===== config.mk =====
export PLATFORM = sky130hd
export DESIGN_NAME = seq_multiplier
export DESIGN_NICKNAME = d
export VERILOG_FILES = /design/src/rtl/seq_multiplier.sv
export SDC_FILE = /design/constraint.sdc
export NUM_CORES = 1
export LEC_CHECK = 0
export BUFFER_PORTS_ARGS = -buffer_cell sky130_fd_sc_hd__buf_4
export CORE_UTILIZATION = 50
export CTS_CLUSTER_DIAMETER = 60
export DETAILED_ROUTE_END_ITERATION = 6
export GPL_ROUTABILITY_DRIVEN = 0
export PLACE_DENSITY = 0.78
export SYNTH_ARGS = -nofsm -noshare
export SYNTH_HDL_FRONTEND = slang
export SYNTH_SLANG_ARGS = --single-unit

===== constraint.sdc =====
create_clock -name clk -period 3.7 [get_ports clk]
set_input_delay 0 -clock clk [delete_from_list [all_inputs] [get_ports clk]]
set_output_delay 0 -clock clk [all_outputs]
set_load 0.02 [all_outputs]

===== src/rtl/seq_multiplier.sv =====
// Radix-2 shift-add multiplier for the HI/LO unit.
// One multiplier bit per clock; signed and unsigned modes.
module seq_multiplier #(
    parameter int WIDTH = 16
) (
    input  logic               clk,
    input  logic               rst_n,
    input  logic               start,
    input  logic               signed_op,
    input  logic [WIDTH-1:0]   multiplicand,
    input  logic [WIDTH-1:0]   multiplier,
    output logic               busy,
    output logic               done,
    output logic [2*WIDTH-1:0] product
);

    localparam int CW = $clog2(WIDTH + 1);

    typedef enum logic [1:0] {
        IDLE,
        RUN,
        FIN
    } state_t;

    state_t             state;
    state_t             state_nxt;
    logic [CW-1:0]      cnt;
    logic [2*WIDTH-1:0] acc;
    logic [WIDTH-1:0]   mag_a;
    logic [WIDTH-1:0]   mag_b;
    logic               neg;

    logic               accept;
    logic               last;
    logic [WIDTH-1:0]   abs_a;
    logic [WIDTH-1:0]   abs_b;
    logic [WIDTH-1:0]   addend;
    logic [WIDTH:0]     sum;
    logic [2*WIDTH-1:0] acc_nxt;

    // Magnitudes are unsigned WIDTH bits so -2^(WIDTH-1) still fits.
    always_comb begin
        accept = start && (state != RUN);
        last   = (state == RUN) && (cnt == CW'(WIDTH - 1));
        abs_a  = multiplicand;
        abs_b  = multiplier;
        if (signed_op && multiplicand[WIDTH-1])
            abs_a = ~multiplicand + WIDTH'(1);
        if (signed_op && multiplier[WIDTH-1])
            abs_b = ~multiplier + WIDTH'(1);
        addend  = mag_b[0] ? mag_a : '0;
        sum     = {1'b0, acc[2*WIDTH-1:WIDTH]} + {1'b0, addend};
        acc_nxt = {sum, acc[WIDTH-1:1]};
    end

    // State register.
    always_ff @(posedge clk or negedge rst_n) begin
        if (!rst_n)
            state <= IDLE;
        else
            state <= state_nxt;
    end

    // Next-state logic; FIN lasts one cycle and may chain into RUN.
    always_comb begin
        state_nxt = state;
        unique case (state)
            IDLE:    if (start) state_nxt = RUN;
            RUN:     if (last) state_nxt = FIN;
            FIN:     state_nxt = start ? RUN : IDLE;
            default: state_nxt = IDLE;
        endcase
    end

    // Status outputs decode directly from the registered state.
    always_comb begin
        busy = (state == RUN);
        done = (state == FIN);
    end

    // Datapath: load on accept, shift-add while running, publish on last.
    always_ff @(posedge clk or negedge rst_n) begin
        if (!rst_n) begin
            cnt     <= '0;
            acc     <= '0;
            mag_a   <= '0;
            mag_b   <= '0;
            neg     <= 1'b0;
            product <= '0;
        end else if (accept) begin
            neg   <= signed_op &
                     (multiplicand[WIDTH-1] ^ multiplier[WIDTH-1]);
            mag_a <= abs_a;
            mag_b <= abs_b;
            acc   <= '0;
            cnt   <= '0;
        end else if (state == RUN) begin
            acc   <= acc_nxt;
            mag_b <= mag_b >> 1;
            cnt   <= cnt + CW'(1);
            if (last)
                product <= neg ? (~acc_nxt + (2*WIDTH)'(1)) : acc_nxt;
        end
    end

endmodule

After elaboration in Yosys (flattened, before gate mapping)
Index checks and enable logic that the tools add are counted.
{"block": "word_totals", "romBits": 0, "regBits": 104, "input_bits": 36, "out_inout_bits": 34, "latchBits": 0, "n_memories": 0, "elab_cells": 46, "ramBits": 0}
{"block": "classes", "shifts": 0, "n_mux": 14, "div_mod_pow": 0, "bitwise_logic": 6, "add_sub_neg": 5, "n_eq_ne": 6, "magnitude_cmp": 0, "n_reduce_logical": 8, "multipliers": 0}
{"op": "2-to-1 mux 32 bit", "count": 3}
{"op": "2-to-1 mux 16 bit", "count": 5}
{"op": "adder 16 x 1 -> 16 bit (second input constant)", "count": 2}
{"op": "adder 32 x 1 -> 32 bit (second input constant)", "count": 1}
{"op": "inverter 16 bit", "count": 2}
{"op": "inverter 32 bit", "count": 1}
{"op": "adder 16 x 16 -> 17 bit", "count": 1}
{"op": "2-to-1 mux 5 bit", "count": 2}
{"op": "one-hot mux 2 bit (3 select lines)", "count": 1}
{"op": "adder 5 x 1 -> 5 bit (second input constant)", "count": 1}
{"op": "== test 5 x 4 -> 1 bit (second input constant)", "count": 1}
{"op": "logical AND 1 bit", "count": 4}
{"op": "2-to-1 mux 2 bit", "count": 2}
{"op": "!= test 2 x 1 -> 1 bit (second input constant)", "count": 2}
{"op": "AND reduction 3 bit", "count": 1}
{"op": "== test 2 x 1 -> 1 bit (second input constant)", "count": 1}
{"op": "== test 2 bit (second input constant)", "count": 1}
{"op": "logical NOT 2 bit", "count": 1}
{"op": "!= test 2 bit (second input constant)", "count": 1}
{"op": "AND reduction 2 bit", "count": 1}
{"op": "nonzero test 2 bit", "count": 1}
{"op": "bitwise AND 1 bit", "count": 1}
{"op": "2-to-1 mux 1 bit", "count": 1}
{"op": "inverter 1 bit", "count": 1}
{"op": "XOR 1 bit", "count": 1}

Logic depth before layout (Yosys ltp)
Gate-level depths: netlist of run 1.
{"block": "depth", "word_depth": 5, "mapped_depth": 12, "ltp_nobuf": 11}

Worst setup path before layout of run 1
No wires, ideal clock.
{"block": "synth_timing", "path_kind": "register to register", "start": "register mag_b[0]", "end": "register product[30]", "path_buffers": 1, "synth_period_minus_slack_ps": 3285, "t_arrival_ps": 3158, "setup_time_ps": 127, "path_stages_with_launch": 13, "required_ps": 3573, "setup_slack_ps": 415, "path_cell_list": "dfrtp_1 -> clkbuf_1 -> and2_1 -> ha_1 -> fa_1 -> a211oi_1 -> o21ai_0 -> a32o_1 -> or4_1 -> nand3_1 -> and4b_1 -> a211oi_1 -> nand3b_1"}
{"block": "synth_via", "elab_chain_cells": 5}
{"element": "start: declaration", "line": "30", "source": "logic [WIDTH-1:0] mag_b;"}
{"element": "start signal: assignment", "line": "94", "source": "mag_b <= abs_b;"}
{"element": "start signal: assignment", "line": "99", "source": "mag_b <= mag_b >> 1;"}
{"element": "2-to-1 mux 16 bit (*)", "line": "51", "source": "addend = mag_b[0] ? mag_a : '0;"}
{"element": "adder 16 x 16 -> 17 bit (*)", "line": "52", "source": "sum = {1'b0, acc[2*WIDTH-1:WIDTH]} + {1'b0, addend};"}
{"element": "inverter 32 bit", "line": "102", "source": "product <= neg ? (~acc_nxt + (2*WIDTH)'(1)) : acc_nxt;"}
{"element": "adder 32 x 1 -> 32 bit", "line": "102"}
{"element": "2-to-1 mux 32 bit (*)", "line": "102"}
{"element": "end signal: assignment", "line": "102"}
{"element": "end: declaration", "line": "14", "source": "output logic [2*WIDTH-1:0] product"}
Mark *: on every way between the ends. The rest lies on a longest branch, timed or not.
A chain may end at the register's enable or synchronous reset.

Final worst setup path of run 1
Ends and elaborated chain as after synthesis.

==> out/metrics.yaml, run 1 <==
status: "finished, final reports clean"
grt_remaining_overflow: 0
path_class: "register to register"
initial_core_util_pct: 51.7
synthFlopType: "dfrtp_1"
synthDistinctLibCells: 63
synthMuxAreaShare_pct: 1.12
synthTopCellsByCount: "nand2_1, dfrtp_1, o21ai_0"
pin_count: 70
synthesis.area_um2: 6260
synth_compound_area_share_pct: 19.5
slew_headroom_pct: 33.2
ant_nets: 0
drive_gt1_share_pct: 13.5
antenna_found_initial: 0
p_leak_nw: 3.42
fin_setup_tns_ns: 0
cts_tree: "done"
setup_viol: 0
yosysMostFrequentCell: "nand2_1"
dp_hpwl_um: 9960
vdd_drop_max_mv: 0.324
synth_top_area_share_pct: 41.2
cts_setup_buffers: 0
fin_crit_ns: 3.36
die_x_um: 114
period_share_pct: 90.9
clock_sinks: 103
synth_nets: 786
synth_edf_count: 0
gr-usage-all-layers_pct: 22.8
port_buffers: 69
seq_area_frac_synth_pct: 41.2
avgSynthCellArea_um2: 8.60
finalNetCount: 859
diodes: 0
synthCells: 728
dr.pass1.iters: 5
yosys.area.top_type: "dfrtp_1"
grt_pass1_vias: 5273
h-tree-depth: 3
clk_pin_slew_worst_paths_ns: 0.07
power_density_nw_per_um2: 781
via_per_inst: 5.60
clock.fmax_mhz: 297
clock_latency_ns: 0.35
slew_viol_final: 0
worst_pin_slew_ns: 1.00
dieArea_um2: 13000
crit_fanout: 15
worstPathRequired_ns: 3.93
async_reset_ff_share_pct: 100
areaGrowthSynthToFinish_pct: 18.9
die_y_um: 114
wl_per_cell_um: 14.4
fin_worst_skew_ns: 0.0102
totalWireLength_um: 14000
yosys-top-cells-area: "dfrtp_1, nand2_1, o21ai_0"
hp-class: "input pin to register"
cts_made_buffers: 9
cp_data_arrival_time_ns: 3.59
drc: 0
synth_simple_gate_area_share_pct: 22.7
grt_setup_unrepaired: "false"
ys_seq_elements: 103
initialDrtViolationCount: 406
postLayoutCoreUtil_pct: 61.4
rows: 40
grt_first_pass_wirelength_um: 24000
synthAdderAreaFrac_pct: 4.52
cap_violations: 0
core_um2: 12100
yosys.area_share.xor_xnor_pct: 7.84
clockBufferDepth: 2
final-hold-violation-count: 0
grt_max_degree: 73
worstSetupEndpointType: "register"
start_kind: "register"
num_vias: 5459
cts_root_buf: "clkbuf_16"
synth_top_family_by_area: "simple AND/OR/NAND/NOR gates"
yosys_warnings: 0
## critical path: stages (launching register included)
cell and delay (ns):
dfrtp_1 0.38, buf_4 0.17, and2_1 0.14, ha_1 0.39, a211oi_1 0.34, o21bai_1 0.18, or2_2 0.33, o221ai_4 0.28
o211ai_1 0.28, a211oi_1 0.46, a211oi_1 0.12, nand3b_1 0.17
## layer usage
layer | global-route usage, % | part of all wire, % | up-vias
li1 | - | - | 2708
met1 | 30.4 | 47 | 2568
met4 | 8.40 | 1.6 | 0
met3 | 2.98 | 4.9 | 20
met5 | 0 | 0 | -
met2 | 38.3 | 46 | 163
## sequential cells by signal, indices dropped and copies added, names as in the netlist
signal,cells
state,2
mag_a,16
product,32
neg,1
cnt,5
mag_b,16
acc,31
## power by group
group | internal [W] | switching (W)
registers | 0.00158 | 0.000371
logic | 0.00114 | 0.00174
clock network | 0.000551 | 0.000434
total | 0.00327 | 0.00254
## final timing paths
check                              startpoint           to  slack (ns)  cells after the start
worst min register to register    product[20]  product[20]        0.48                      2
worst max-delay path                 mag_b[0]  product[30]        0.34                     11
min in group asynchronous               rst_n   product[9]        0.32                      2
worst min-delay path            multiplier[0]     mag_b[0]        0.02                      3
worst max register to register       mag_b[0]  product[30]        0.34                     11
max in group asynchronous               rst_n  product[23]        2.44                      3
## area by class of cell
cell class                 instances  area [µm²]
clock buffer                      10         239
clock inverter                     6        72.6
fill                            1023        4670
inverter                          16        60.1
multi-input combinational        572        3490
sequential                       103        2580
tap                              168         210
timing repair buffer              99         796
## cell families after synthesis
group	count (synthesis)
xor gates and xnor gates	56
and+or+nand+nor	295
muxes	7
DFF	103
adders and majority gates	22
AOI/OAI and AO/OA	192
buffers and inverters	53
## placed cells by master (no fill, tap or decap), types with 4 or more instances in the layout
cell type      instances
o31ai_1               14
nand4_1                7
o21ai_0               99
inv_1                 16
and2_1                22
or4_1                  6
nand2b_1               6
a31oi_1                5
ha_1                  21
a21oi_1               24
nand2_1              136
xor2_1                36
and3_1                 7
o41ai_1                6
or3_1                  5
o21bai_1               4
buf_4                 78
mux2i_1                7
nor3_1                 8
xnor2_1               20
a211oi_1               7
clkbuf_16              9
dfrtp_1              103
dlygate4sd3_1         21
a21o_1                 6
nand3_1               42
nor2_1                36
## through the flow
step	setup WS, ns	instance area [µm²]	hold slack (ns)	power [W]	instances
floorplan	0.415	6260	-0.296	0.00394	728
global placement	0.509	6920	0.178	0.00467	937
detailed placement	0.385	6920	0.187	0.00480	937
CTS	0.368	7440	0.0148	0.00582	974
global route	0.121	7440	0.0338	0.00628	974
finish	0.338	7440	0.0165	0.00581	974
## what timing repair did
item | in CTS | in global routing
resized for setup | 0 | 0
hold buffers | 21 | 0
endpoints found under the hold margin | 89 | 0
Note: power is estimated with default switching activity, not from simulation.
==> inputs of run 2 (changes only) <==
CORE_UTILIZATION = 32   (was 50)
PLACE_DENSITY = 0.57   (was 0.78)
clock period = 4.26 ns   (was 3.7 ns; I/O delays follow)
==> run 2 against run 1 <==
Net effect: critical path depth increased by 1; first-iteration DRC count decreased by 46%; power decreased by 14%; sequential share of layout area decreased by 0.38 points; combinational power decreased by 14%; flip-flop and latch count unchanged; clock power decreased by 16%; die area increased by 55%; register-to-register slack improved by 0.27 ns; clock skew about the same; final area increased by 1.1%; non-clock buffer count decreased by 2; critical path type unchanged; critical endpoint unchanged; largest cell class unchanged; largest power group unchanged.
==> out/metrics.yaml, run 2 (synthesis results as in run 1) <==
status: "finished, final reports clean"
power_density_nw_per_um2: 664
cts_resized: 0
cap_violations: 0
path_class: "register to register"
dp_hpwl_um: 10600
slew_viol_final: 0
hp-class: "input pin to register"
clock_sinks: 103
critPathCapture: "product[30]"
cts_setup_buffers: 0
reg2reg_from: "mag_b[0]"
layout.cells.most_common_list: "nand2_1, dfrtp_1, o21ai_0, buf_4, nand3_1"
grt_pass1_vias: 5064
final-hold-violation-count: 0
crit_fanout: 17
clock.fmax_mhz: 274
mostFrequentLayoutCell: "nand2_1"
regMostFlops: "product"
final_area_um2: 7520
cts_made_buffers: 9
fin_worst_skew_ns: 0.0104
pin_count: 70
fillCellCount: 1943
holdPathStages: 4
r2r_slack_ns: 0.61
ant_nets: 0
grt_remaining_overflow: 0
worstSetupEndpointType: "register"
vdd_drop_max_mv: 0.231
cp_data_arrival_time_ns: 3.89
worstPathRequired_ns: 4.50
h-tree-depth: 3
initial_core_util_pct: 33.0
diodes: 0
worstRegToRegCells: 12
dieArea_um2: 20100
initialDrtViolationCount: 218
slew_headroom_pct: 27.1
clk_pin_slew_worst_paths_ns: 0.07
p_leak_nw: 3.40
setup_viol: 0
antenna_found_initial: 0
port_buffers: 69
via_per_inst: 4.96
largest_reg_flops: 32
worst_pin_slew_ns: 1.09
gr-usage-all-layers_pct: 15.7
die_x_um: 142
clock_latency_ns: 0.36
grt_max_degree: 64
cts_root_buf: "clkbuf_16"
critPathLaunch: "mag_b[0]"
cts_tree: "done"
core_um2: 19000
grt_setup_unrepaired: "false"
fin_setup_tns_ns: 0
drive_gt1_share_pct: 13.3
totalWireLength_um: 14900
clockBufferDepth: 2
dpl_cell_area_um2: 7010
drc: 0
holdBufCountCts: 22
seqCellArea_um2: 2580
reg_top3: "product: 32 flops, acc: 31 flops"
r2r_end: "product[30]"
areaGrowthSynthToFinish_pct: 20.2
multi_input_area_um2: 3490
num_vias: 5273
finalNetCount: 857
start_kind: "register"
wl_per_cell_um: 14.0
dr.pass1.iters: 5
rows: 50
period_share_pct: 85.7
fin_crit_ns: 3.65
worstHoldStart: "multiplier[13]"
grt_first_pass_wirelength_um: 25400
die_y_um: 142
## run 2: stage by stage
stage	worst slack, ns	hold WS [ns]	instances	power (W)	util, %
detailed placement	0.653	0.156	1026	0.00419	37.0
finish	0.610	0.0205	1064	0.00500	39.7
global route	0.248	0.0270	1064	0.00544	39.7
floorplan	0.975	-0.296	728	0.00342	-
CTS	0.606	0.0203	1064	0.00505	39.7
global placement	0.722	0.150	1026	0.00416	37.0
## run 2: power by group
group / internal, W / switching [W] / leakage (nW) / total (W)
clock network: 0.000435 / 0.000391 / 0.148 / 0.000826
registers: 0.00137 / 0.000330 / 1.31 / 0.00171
logic: 0.000970 / 0.00150 / 1.95 / 0.00247
total: 0.00278 / 0.00222 / 3.40 / 0.00500
## run 2: worst min path at each step
stage | end | slack, ns
after floorplan | acc[10] | -0.30
after global placement | acc[28] | 0.15
after detailed placement | acc[28] | 0.16
after CTS | mag_b[13] | 0.02
after global routing | mag_b[13] | 0.03
final | mag_b[13] | 0.02
## run 2: layer usage
metal / vias to the layer above / part of all wire, % / GRT usage (%)
met4: 0 / 1.4 / 5.66
met1: 2444 / 53 / 23.0
met5: - / 0 / 0
met2: 104 / 43 / 23.7
met3: 10 / 3.1 / 2.02
li1: 2715 / - / -
## run 2: critical path: stages (launching register included)
cell	delay, ns
dfrtp_1	0.50
and2_1	0.20
ha_1	0.21
fa_1	0.41
a211oi_1	0.22
buf_4	0.16
o21ai_0	0.13
a21oi_1	0.18
xor2_1	0.36
o211ai_1	0.30
a211oi_1	0.51
a211oi_1	0.15
nand3b_1	0.19
## run 2: area by class of cell
type,instances,share of cell area (%)
Multi-Input combinational cell,572,46.3
Timing Repair Buffer,97,10.4
Clock buffer,11,3.36
Tap cell,260,4.32
Sequential cell,103,34.3
Clock inverter,5,0.516
Inverter,16,0.798
==> inputs of run 3 (changes only) <==
ABC_AREA = 1   (was not set)
CORE_UTILIZATION = 64   (was 32)
GPL_ROUTABILITY_DRIVEN = not set   (was 0)
PLACE_DENSITY = 0.94   (was 0.57)
==> run 3 against run 2 <==
Net effect: power is 5.3% higher; utilization is 38 points higher; die area is 47% lower; register-to-register slack better by 0.75 ns; global-route usage is 14 points higher; synthesized cell count is 25% higher; fmax is 26% higher; critical path depth is 3 higher; sequential power is 3% lower; clock power is 21% lower; cell count is 6.5% higher; clock skew is 0.0048 ns higher.
==> out/metrics.yaml, run 3 <==
rows: 36
place_congestion: 0.919
path_class: "register to register"
grt_max_degree: 72
worstSetupEndpointType: "register"
vdd_drop_max_mv: 0.304
fin_setup_tns_ns: 0
fin_cells: 1133
clk_pin_slew_worst_paths_ns: 0.11
cp_data_arrival_time_ns: 3.16
finalNetCount: 1053
initialDrtViolationCount: 383
cap_violations: 0
synthFlopType: "dfrtp_1"
grt_pass1_vias: 5819
regMostFlops: "product"
diodes: 0
postLayoutCoreUtil_pct: 78.0
ant_nets: 0
avgSynthCellArea_um2: 7.29
drc: 0
clockBufferDepth: 2
layout.cells.most_common_list: "nand2_1, inv_1, dfrtp_1, o21ai_0, buf_4"
async_reset_ff_share_pct: 100
synth_top_area_share_pct: 38.9
seq_area_frac_synth_pct: 38.9
areaGrowthSynthToFinish_pct: 16.7
crit_fanout: 17
drive_gt1_share_pct: 13.1
clock_latency_ns: 0.39
worst_pin_slew_ns: 1.06
final-hold-violation-count: 0
synthDistinctLibCells: 44
synth_edf_count: 0
seqCellArea_um2: 2580
fillCellCount: 686
dp.cells: 1087
dieArea_um2: 10800
core_um2: 9910
status: "finished, final reports clean"
yosys_warnings: 0
synthTopCellsByCount: "nand2_1, inv_1, dfrtp_1"
mostFrequentLayoutCell: "nand2_1"
via_per_inst: 5.47
worstPathRequired_ns: 4.52
fin_worst_skew_ns: 0.0152
clock.fmax_mhz: 344
setup_ws_ns: 1.36
yosys.area.top_type: "dfrtp_1"
die_y_um: 104
num_vias: 6199
ys_seq_elements: 103
die_x_um: 104
port_buffers: 69
p_leak_nw: 4.08
dp_hpwl_um: 10600
synthCells: 908
reg_top3: "product: 32 flops, acc: 31 flops"
antenna_found_initial: 0
wl_per_cell_um: 13.4
clock_sinks: 103
dr.pass1.iters: 5
setup_viol: 0
cts_root_buf: "clkbuf_8"
grt_remaining_overflow: 0
period_share_pct: 68.2
hp-class: "input pin to register"
slew_headroom_pct: 29.4
totalWireLength_um: 15200
cts_tree: "done"
power_density_nw_per_um2: 681
grt_setup_unrepaired: "false"
grt_first_pass_wirelength_um: 26100
cts_made_buffers: 9
yosysMostFrequentCell: "nand2_1"
pin_count: 70
slew_viol_final: 0
pre_cts_ws_ns: 1.45
multi_input_area_um2: 3440
initial_core_util_pct: 66.8
largest_reg_flops: 32
start_kind: "register"
fin_crit_ns: 2.90
gr-usage-all-layers_pct: 29.6
synthesis.area_um2: 6620
synth_nets: 966
yosys-top-cells-area: "dfrtp_1, nand2_1, inv_1"
total_power_w: 0.00527
h-tree-depth: 3
-- run 3: cell types whose count changed after synthesis, moves of 11 or more --
| cell | previous run | this run |
|---|---|---|
| and2_1 | 22 | 4 |
| nor2_1 | 36 | 55 |
| nand3_1 | 42 | 60 |
| nand2_1 | 137 | 274 |
| o21ai_0 | 99 | 74 |
| clkbuf_1 | 33 | 22 |
| inv_1 | 16 | 123 |
| o22ai_1 | 1 | 17 |
| nand2_2 | 0 | 15 |
| o31ai_1 | 14 | 2 |
| xnor2_1 | 20 | 5 |
-- run 3: repair_timing --
item,CTS,global route
hold buffers,30,0
endpoints found under the hold margin,98,0
buffers inserted,0,0
resized for setup,0,0
-- run 3: report_power, final --
part,leakage (nW),internal (W),switching (W),total (W)
Sequential,1.33,0.00138,0.000283,0.00166
Combinational,2.64,0.00107,0.00188,0.00295
Clock,0.108,0.000244,0.000412,0.000655
Total,4.08,0.00269,0.00257,0.00527
-- run 3: layer usage --
metal,up-vias,wire length [µm],track usage [%]
met5,-,0,0
met2,247,7100,49.1
met1,2838,6760,40.1
li1,3083,-,-
met3,31,1030,3.78
met4,0,289,10.1
-- run 3: kinds of logic after synthesis --
group	count (synthesis)	synth area share, %
buf+inv	154	9.16
fa+ha+maj	22	4.27
flops	103	38.9
compound gates	137	11.6
xor+xnor	46	6.59
simple gates	446	29.4
-- run 3: final cells by class --
type	count	area share [%]
clock buffer	9	1.60
clock inverter	7	1.21
inverter	126	6.12
multi-input combinational	651	44.5
sequential	103	33.3
tap	133	2.15
timing repair buffer	104	11.1
-- run 3: final timing paths --
check / depth (start not counted) / endpoint / startpoint / slack [ns]
hold / removal: 4 / mag_a[8] / multiplicand[8] / 0.03
hold reg to reg: 2 / product[29] / product[29] / 0.49
max in group asynchronous: 3 / acc[29] / rst_n / 3.08
setup reg to reg: 15 / product[25] / mag_b[0] / 1.36
setup / recovery: 15 / product[25] / mag_b[0] / 1.36
min in group asynchronous: 2 / mag_b[9] / rst_n / 0.24
-- run 3: worst max-delay path: stages (launching register included) --
cell and delay [ns]:
dfrtp_1 0.65, nand2_1 0.09, inv_1 0.09, ha_1 0.21, fa_1 0.46, inv_1 0.11, nand2_1 0.07, nor2_1 0.13
nand3_1 0.13, nor2_1 0.21, nand3_2 0.12, nor2_4 0.13, nand2_1 0.08, nand2_2 0.08, xor2_1 0.15, o21ai_1 0.07
-- run 3: through the flow --
stage / hold slack, ns / area (µm²)
3_5_place_dp: 0.162 / 7210
6_report: 0.0273 / 7730
4_1_cts: 0.0184 / 7730
5_1_grt: 0.0723 / 7730
2_1_floorplan: -0.296 / 6620
3_3_place_gp: 0.156 / 7210
